**config.mk**
```make
export PLATFORM = sky130hd
export DESIGN_NAME = vga_scanout
export DESIGN_NICKNAME = d
export VERILOG_FILES = /design/src/rtl/vga_scanout.sv
export SDC_FILE = /design/constraint.sdc
export NUM_CORES = 1
export LEC_CHECK = 0
export ABC_AREA = 1
export BUFFER_PORTS_ARGS = -buffer_cell sky130_fd_sc_hd__buf_4
export CAP_MARGIN = 20
export CORE_ASPECT_RATIO = 0.9
export CORE_MARGIN = 3
export CORE_UTILIZATION = 35
export DETAILED_ROUTE_END_ITERATION = 6
export PLACE_DENSITY_LB_ADDON = 0.25
export SYNTH_ARGS = -nofsm -noshare
export SYNTH_HDL_FRONTEND = slang
export SYNTH_SLANG_ARGS = --single-unit
export TNS_END_PERCENT = 20
```
**constraint.sdc**
```tcl
create_clock -name clk -period 3.5 [get_ports clk]
set_clock_uncertainty 0.2 [all_clocks]
set_input_delay 0.35 -clock clk [delete_from_list [all_inputs] [get_ports clk]]
set_output_delay 0.35 -clock clk [all_outputs]
set_load 0.02 [all_outputs]
```
**src/rtl/vga_scanout.sv**
```systemverilog
// VGA scanout: h/v timing, letterbox borders, two-word framebuffer prefetch FIFO.
// Output latency PIPE_DEPTH clocks; fetch stalls while the FIFO is full, starvation blanks the pixel pair.
module vga_scanout #(
  parameter int H_ACTIVE      = 640,
  parameter int H_FP          = 16,
  parameter int H_SYNC        = 96,
  parameter int H_BP          = 48,
  parameter int V_ACTIVE      = 480,
  parameter int V_FP          = 10,
  parameter int V_SYNC        = 2,
  parameter int V_BP          = 33,
  parameter int TOP_BORDER    = 40,
  parameter int BOTTOM_BORDER = 40,
  parameter int PIPE_DEPTH    = 3,
  parameter bit SYNC_ACTIVE   = 1'b0,
  parameter int ADDR_W        = 16
) (
  input  logic              clk,
  input  logic              reset,
  output logic              fb_access,
  output logic [ADDR_W-1:0] fb_address,
  input  logic              fb_ack,
  input  logic [15:0]       fb_data,
  output logic              vga_hsync,
  output logic              vga_vsync,
  output logic [7:0]        pix_idx,
  output logic              pix_valid,
  output logic              frame_start,
  output logic              underflow
);

  localparam int H_TOTAL = H_ACTIVE + H_FP + H_SYNC + H_BP;
  localparam int V_TOTAL = V_ACTIVE + V_FP + V_SYNC + V_BP;
  localparam int WORDS   = (H_ACTIVE / 2) * (V_ACTIVE - TOP_BORDER - BOTTOM_BORDER);
  localparam int HW      = $clog2(H_TOTAL + 1);
  localparam int VW      = $clog2(V_TOTAL + 1);
  localparam int CW      = $clog2(WORDS + 1);

  localparam logic [HW-1:0] H_LAST = HW'(H_TOTAL - 1);
  localparam logic [HW-1:0] H_ACT  = HW'(H_ACTIVE);
  localparam logic [HW-1:0] HS_BEG = HW'(H_ACTIVE + H_FP);
  localparam logic [HW-1:0] HS_END = HW'(H_ACTIVE + H_FP + H_SYNC);
  localparam logic [VW-1:0] V_LAST = VW'(V_TOTAL - 1);
  localparam logic [VW-1:0] V_ACT  = VW'(V_ACTIVE);
  localparam logic [VW-1:0] VS_BEG = VW'(V_ACTIVE + V_FP);
  localparam logic [VW-1:0] VS_END = VW'(V_ACTIVE + V_FP + V_SYNC);
  localparam logic [VW-1:0] V_TOP  = VW'(TOP_BORDER);
  localparam logic [VW-1:0] V_BOT  = VW'(V_ACTIVE - BOTTOM_BORDER);
  localparam logic [CW-1:0] WORDS_C  = CW'(WORDS);
  localparam logic [CW-1:0] WORDS_M1 = CW'(WORDS - 1);

  typedef enum logic {IDLE, REQ} state_t;

  typedef struct packed {
    logic       frame_start;
    logic       hsync;
    logic       vsync;
    logic       valid;
    logic [7:0] idx;
  } pix_t;

  logic [HW-1:0] h;
  logic [VW-1:0] v;
  state_t        state, state_nxt;
  logic [CW-1:0] fetch_cnt;
  logic          discard;
  logic [15:0]   fifo_mem [2];
  logic          wr_ptr, rd_ptr;
  logic [1:0]    occ;
  logic          fifo_empty, fifo_full;
  logic          disp, odd, restart, push, pop, starve, pair_starved;
  pix_t          stage0;
  pix_t          pipe [PIPE_DEPTH];

  always_ff @(posedge clk) begin
    if (reset) begin
      h <= '0;
      v <= '0;
    end else if (h == H_LAST) begin
      h <= '0;
      v <= (v == V_LAST) ? '0 : v + 1'b1;
    end else begin
      h <= h + 1'b1;
    end
  end

  assign disp       = (h < H_ACT) && (v >= V_TOP) && (v < V_BOT);
  assign odd        = h[0];
  assign restart    = (h == '0) && (v == V_ACT);
  assign fifo_empty = (occ == 2'd0);
  assign fifo_full  = (occ == 2'd2);
  assign starve     = disp && !odd && fifo_empty;
  // A starved pair keeps its word in the FIFO; the next pair picks it up.
  assign pop        = disp && odd && !pair_starved;
  assign push       = (state == REQ) && fb_ack && !discard && !restart;
  assign fb_access  = (state == REQ);

  always_comb begin
    stage0             = '0;
    stage0.frame_start = (h == '0) && (v == '0);
    stage0.hsync       = (h >= HS_BEG) && (h < HS_END);
    stage0.vsync       = (v >= VS_BEG) && (v < VS_END);
    stage0.valid       = disp;
    if (disp && !(odd ? pair_starved : fifo_empty))
      stage0.idx = odd ? fifo_mem[rd_ptr][15:8] : fifo_mem[rd_ptr][7:0];
  end

  always_comb begin
    state_nxt = state;
    unique case (state)
      IDLE: if (!fifo_full && (fetch_cnt < WORDS_C)) state_nxt = REQ;
      REQ:  if (fb_ack) state_nxt = IDLE;
    endcase
  end

  always_ff @(posedge clk) begin
    if (reset) state <= IDLE;
    else       state <= state_nxt;
  end

  // A request still in flight at frame restart must keep its address until acked,
  // so the address rewind is deferred to that ack and its data dropped.
  always_ff @(posedge clk) begin
    if (reset) begin
      fetch_cnt  <= '0;
      fb_address <= '0;
      discard    <= 1'b0;
    end else if (restart) begin
      fetch_cnt <= '0;
      if (state == REQ && !fb_ack) begin
        discard <= 1'b1;
      end else begin
        fb_address <= '0;
        discard    <= 1'b0;
      end
    end else if (state == REQ && fb_ack) begin
      if (discard) begin
        discard    <= 1'b0;
        fb_address <= '0;
      end else begin
        fetch_cnt <= fetch_cnt + 1'b1;
        if (fetch_cnt < WORDS_M1) fb_address <= fb_address + 1'b1;
      end
    end
  end

  always_ff @(posedge clk) begin
    if (push) fifo_mem[wr_ptr] <= fb_data;
  end

  always_ff @(posedge clk) begin
    if (reset || restart) begin
      wr_ptr <= 1'b0;
      rd_ptr <= 1'b0;
      occ    <= 2'd0;
    end else begin
      if (push) wr_ptr <= ~wr_ptr;
      if (pop)  rd_ptr <= ~rd_ptr;
      case ({push, pop})
        2'b10:   occ <= occ + 2'd1;
        2'b01:   occ <= occ - 2'd1;
        default: occ <= occ;
      endcase
    end
  end

  always_ff @(posedge clk) begin
    if (reset) begin
      pair_starved <= 1'b0;
      underflow    <= 1'b0;
    end else begin
      if (disp && !odd) pair_starved <= fifo_empty;
      if (starve) underflow <= 1'b1;
    end
  end

  always_ff @(posedge clk) begin
    if (reset) begin
      for (int i = 0; i < PIPE_DEPTH; i++) pipe[i] <= '0;
    end else begin
      pipe[0] <= stage0;
      for (int i = 1; i < PIPE_DEPTH; i++) pipe[i] <= pipe[i-1];
    end
  end

  assign vga_hsync   = pipe[PIPE_DEPTH-1].hsync ? SYNC_ACTIVE : !SYNC_ACTIVE;
  assign vga_vsync   = pipe[PIPE_DEPTH-1].vsync ? SYNC_ACTIVE : !SYNC_ACTIVE;
  assign pix_valid   = pipe[PIPE_DEPTH-1].valid;
  assign pix_idx     = pipe[PIPE_DEPTH-1].idx;
  assign frame_start = pipe[PIPE_DEPTH-1].frame_start;

endmodule

```
# After elaboration in Yosys (flattened, before gate mapping)
# Memory sizes are Yosys's and may differ from the RTL's. A register that Yosys moved wholly into a read port is not among the register bits.
# Cells that the tools add are included.
# word_totals
ff_bits	61
ramBits	68
input_bits	19
output_inout_bits	30
wordCells	104
memories	2
# classes
addsub	6
magnitude_cmp	9
eq_ne	7
mux	28
bitwise_logic	7
n_reduce_logical	34
# memory_table
memory	words	width	rd	rd_clocked_by_memory_dff	write_ports	line	rtl
pipe	3	12	3	0	3	73	pix_t pipe [PIPE_DEPTH];
fifo_mem	2	16	1	1	1	67	logic [15:0] fifo_mem [2];
# op_table
operator	n
$mux W16	5
$mux W12	3
$lt A17 B17 Y1 const B	2
$add A10 B1 Y10 const B	2
$eq A10 B10 Y1 const B	2
$logic_not A10 Y1	2
$lt A10 B10 Y1 const B	2
$lt A10 B9 Y1 const B	2
$add A17 B1 Y17 const B	1
$add A16 B1 Y16 const B	1
$logic_and A1 B1 Y1	16
$mux W8	2
$mux W1	15
$eq A10 B9 Y1 const B	1
$ge A10 B10 Y1 const B	1
$ge A10 B6 Y1 const B	1
$ge A10 B9 Y1 const B	1
$mux W10	1
$logic_not A1 Y1	7
$eq A2 B2 Y1 const B	2
$not A1 Y1	4
$pmux W2 S2	1
$reduce_bool A2 Y1	2
$reduce_or A2 Y1	2
11 further kinds	13

# Logic depth before layout (Yosys ltp)
# depth
ltp_word	7
ltp_mapped	13
depth_no_buf	12

# Worst setup path before layout
# OpenSTA, ideal clock, no wires.
# synth_timing
path_type	register -> register
startpoint	register h[0]
endpoint	memory fifo_mem[1][0] (enable)
setup_time_ns	0.390
arrival_ns	1.862
required_time_ns	2.910
path_slack_ns	1.048
path_stages_with_launch	9
n_path_buf	1
period_less_slack_ns	2.452
cell_sequence	dfxtp_1 -> inv_1 -> clkbuf_1 -> ha_1 -> nand2_1 -> nor2_1 -> nand3_1 -> nand2_1 -> nor2_1
# synth_between
elab_chain_cells	6
# synth_rtl
item	line	rtl
start, declared	62	logic [HW-1:0] h;
start signal, assigned	83	h <= h + 1'b1;
$logic_not A10 Y1	89	assign restart = (h == '0) && (v == V_ACT);
$logic_and A1 B1 Y1	89	
$logic_not A1 Y1	95	assign push = (state == REQ) && fb_ack && !discard && !restart;
$logic_and A1 B1 Y1	95	
$mux W1	148	if (push) fifo_mem[wr_ptr] <= fb_data;
$mux W1 (not written as such)	148	
end, declared	67	
# Every way passes these cells.

# Worst setup path after layout
# layout_timing
startpoint	register h[0]
endpoint	register fetch_cnt[15]
# layout_between
elab_chain_cells	3
# layout_rtl
item	line	rtl
$logic_not A10 Y1	89	
$logic_and A1 B1 Y1	89	
$reduce_or A2 Y1 (no line)	n/a	
end signal, assigned	141	fetch_cnt <= fetch_cnt + 1'b1;
end, declared	65	logic [CW-1:0] fetch_cnt;
# Every way passes these cells.
# A chain may end at the register's enable or synchronous reset.

==> results.cfg <==
[clock_tree]
clkSinkCount = 130
cts.clk_slew.worst_paths_ns = 0.06
root_buffer = clkbuf_16
numCtsBuffers = 17
cts_max_level = 4
cts_tree = built
clockBufferDepth = 2
clock_latency_ns = 0.42

[worst_hold_path]
hold_end = fb_access$_SDFF_PP0_
timing.hold.worst_path_depth = 4
min_path_type = primary input to register
min_from = fb_ack

[pwr]
peakVddDrop_v = 0.000313
power_density_nw_per_um2 = 485
cellLeakagePower_uw = 0.00277

[job]
cap_violations = 0

[detailed_routing]
viasPerCell = 4.63
wl_um = 12600
ant_nets = 0
drtIter0Drc = 228
num_vias = 4753
wl_met1_um = 6280
routedWlPerCell_um = 12.2
top_layer_used = met4
wl_met3_um = 490
drt_pass1_iterations = 5
drc_errors = 0
met2_length_um = 5650

[worst_setup_path]
slowest_delay_ns = 0.63
r2r_cells = 8
endpoint_kind = register
r2r-start = h[0]$_SDFF_PP0_
crit_family = simple AND/OR/NAND/NOR gates
startpoint_type = register
cp_max_fo = 20
crit_chain = inv_1 > ha_1 > nand3_1 > nor2_2 > nand2_2 > nand2_1 > a31oi_1 > o21a_1
critPathRequiredTime_ns = 3.66
arrival_ns = 2.86
r2r_setup_slack_ns = 0.81
crit_buf_inv = 1
r2r_end = fetch_cnt[15]$_SDFFE_PP0P_
crit_type = register to register
cpMaxStageDelayCell = dfxtp_1

[final_layout]
fillers = 1626
syn_to_final_growth_pct = 20.4
stdcell_count = 1027
final_cell_area_um2 = 7110
drive_gt1_share_pct = 15.0
register_area_um2 = 2920
antenna_cells = 0
layout_common_cells = nor2_1, nand2_1, dfxtp_1
nNetsFinal = 833
final_common_cell = nor2_1
multi_input_area_um2 = 2440

[synthesis]
async_flop_share_pct = 0
synth_flop_cell = dfxtp_1
yosysWarnings = 0
synth_nets = 776
synth_edf_count = 32
avgSynthCellArea_um2 = 7.87
syn_area_um2 = 5900
synth_cells = 750
ys_types = 41
ys_seq_area_share_pct = 49.5
ys_seq_elements = 130

[global_route]
grt_pass1_wl_um = 21200
track_usage_pct = 14.3
grt_pass1_vias = 4376
overflow = 0
antenna_found_initial = 0
grt_start_max_net_pins = 47

[timing]
max_slew_margin_pct = 54.8
finalMaxSlewViolations = 0
max_freq_ghz = 0.371
fin_setup_tns_ns = 0
layout_min_cycle_time_ns = 2.69
rsz0062_at_grt = false
timing.final.crit_share_pct = 76.9
worstMarginPinSlew_ns = 0.676
hold_violations = 0
final-setup-viol-count = 0

[place]
dp_hpwl_um = 8340
dpl_cell_area_um2 = 6370
io_buffers = 48
dp.cells = 979
gp_congestion = 0.830

[floorplanning]
core_um2 = 16400
die_x_um = 143
rows = 44
die_h_um = 129
io_pins = 49
die_area_um2 = 18500
start_util_pct = 36.1

[run_status]
status = complete, no violations
-- where the power goes --
part | leakage, uW | internal, uW | switching, uW | total (uW)
clock | 0.000291 | 1010 | 722 | 1730
sequential | 0.00108 | 1560 | 16.4 | 1580
combinational | 0.00140 | 56.0 | 80.5 | 137
total | 0.00277 | 2630 | 819 | 3450
-- synthesized netlist by cell type, drive strengths merged (9+ instances only) --
| cell | n | area, um2 |
|---|---|---|
| nand4 | 18 | 113 |
| edfxtp | 32 | 961 |
| a21oi | 43 | 215 |
| nand2 | 129 | 519 |
| nor3 | 20 | 110 |
| inv | 94 | 353 |
| clkbuf | 9 | 33.8 |
| xor2 | 13 | 114 |
| nand3 | 63 | 338 |
| o21ai | 25 | 129 |
| nor2 | 155 | 656 |
| buf | 20 | 144 |
| dfxtp | 98 | 1960 |
-- tightest hold or removal path, delay by kind of cell --
kind	cells	cell delay, ns
AND/OR/NAND/NOR	2	0.15
buffers and inverters	2	0.16
-- how the worst max path moves through the flow --
stage / slack [ns] / end / startpoint / cells after the start
detailed placement: 0.76 / fetch_cnt[15]$_SDFFE_PP0P_ / h[0]$_SDFF_PP0_ / 8
global route: 0.49 / fetch_cnt[15]$_SDFFE_PP0P_ / h[0]$_SDFF_PP0_ / 8
floorplan: 1.05 / fifo_mem[1][0]$_DFFE_PP_ / h[0]$_SDFF_PP0_ / 8
global placement: 0.87 / fetch_cnt[15]$_SDFFE_PP0P_ / h[0]$_SDFF_PP0_ / 8
finish: 0.81 / fetch_cnt[15]$_SDFFE_PP0P_ / h[0]$_SDFF_PP0_ / 8
CTS: 0.74 / fetch_cnt[15]$_SDFFE_PP0P_ / h[0]$_SDFF_PP0_ / 8
-- per-layer routing --
metal,track usage [%],vias to the layer above
li1,-,2527
met5,0,-
met3,4.46,14
met1,19.7,2141
met2,21.7,71
met4,4.02,0
-- registers in the layout, summed over array words and instances (netlist names), 2 cells and up, named ones only --
name,cells
fetch_cnt,17
h,10
v,10
fb_address,16
fifo_mem,32
pipe,36
occ,2
-- metrics by stage --
stage | setup WS (ns) | total power [uW] | util [%] | hold slack, ns
CTS | 0.736 | 3500 | 43.5 | 0.0788
global route | 0.494 | 3590 | 43.5 | 0.0816
finish | 0.808 | 3450 | 43.5 | 0.0852
detailed placement | 0.763 | 1740 | 38.9 | 0.192
floorplan | 1.05 | 1690 | - | 0.188
global placement | 0.866 | 1740 | 38.9 | 0.192
-- layout make-up --
type                            instances  share of cell area (%)
Clock buffer                           18                    6.09
Clock inverter                         14                    2.08
Tap cell                              207                    3.64
Inverter                               95                    5.02
Timing Repair Buffer                   67                    7.64
Sequential cell                       130                    41.1
Multi-Input combinational cell        496                    34.4
-- logic make-up after synthesis --
group | count (synthesis) | synth area share, %
flip-flops | 130 | 49.5
XOR/XNOR | 16 | 2.37
adder cells (fa/ha/maj) | 7 | 1.48
AND/OR/NAND/NOR | 396 | 30.6
AO/OA/AOI/OAI | 77 | 6.95
buffers and inverters | 124 | 9.05
-- timing repair --
item / CTS / global route
endpoints found under the hold margin: 32 / 0
endpoints found under the setup margin: 0 / 0
gates resized for setup: 0 / 0
buffers inserted: 0 / 0
hold buffers: 16 / 0
Note: power is estimated with default switching activity, not from simulation.
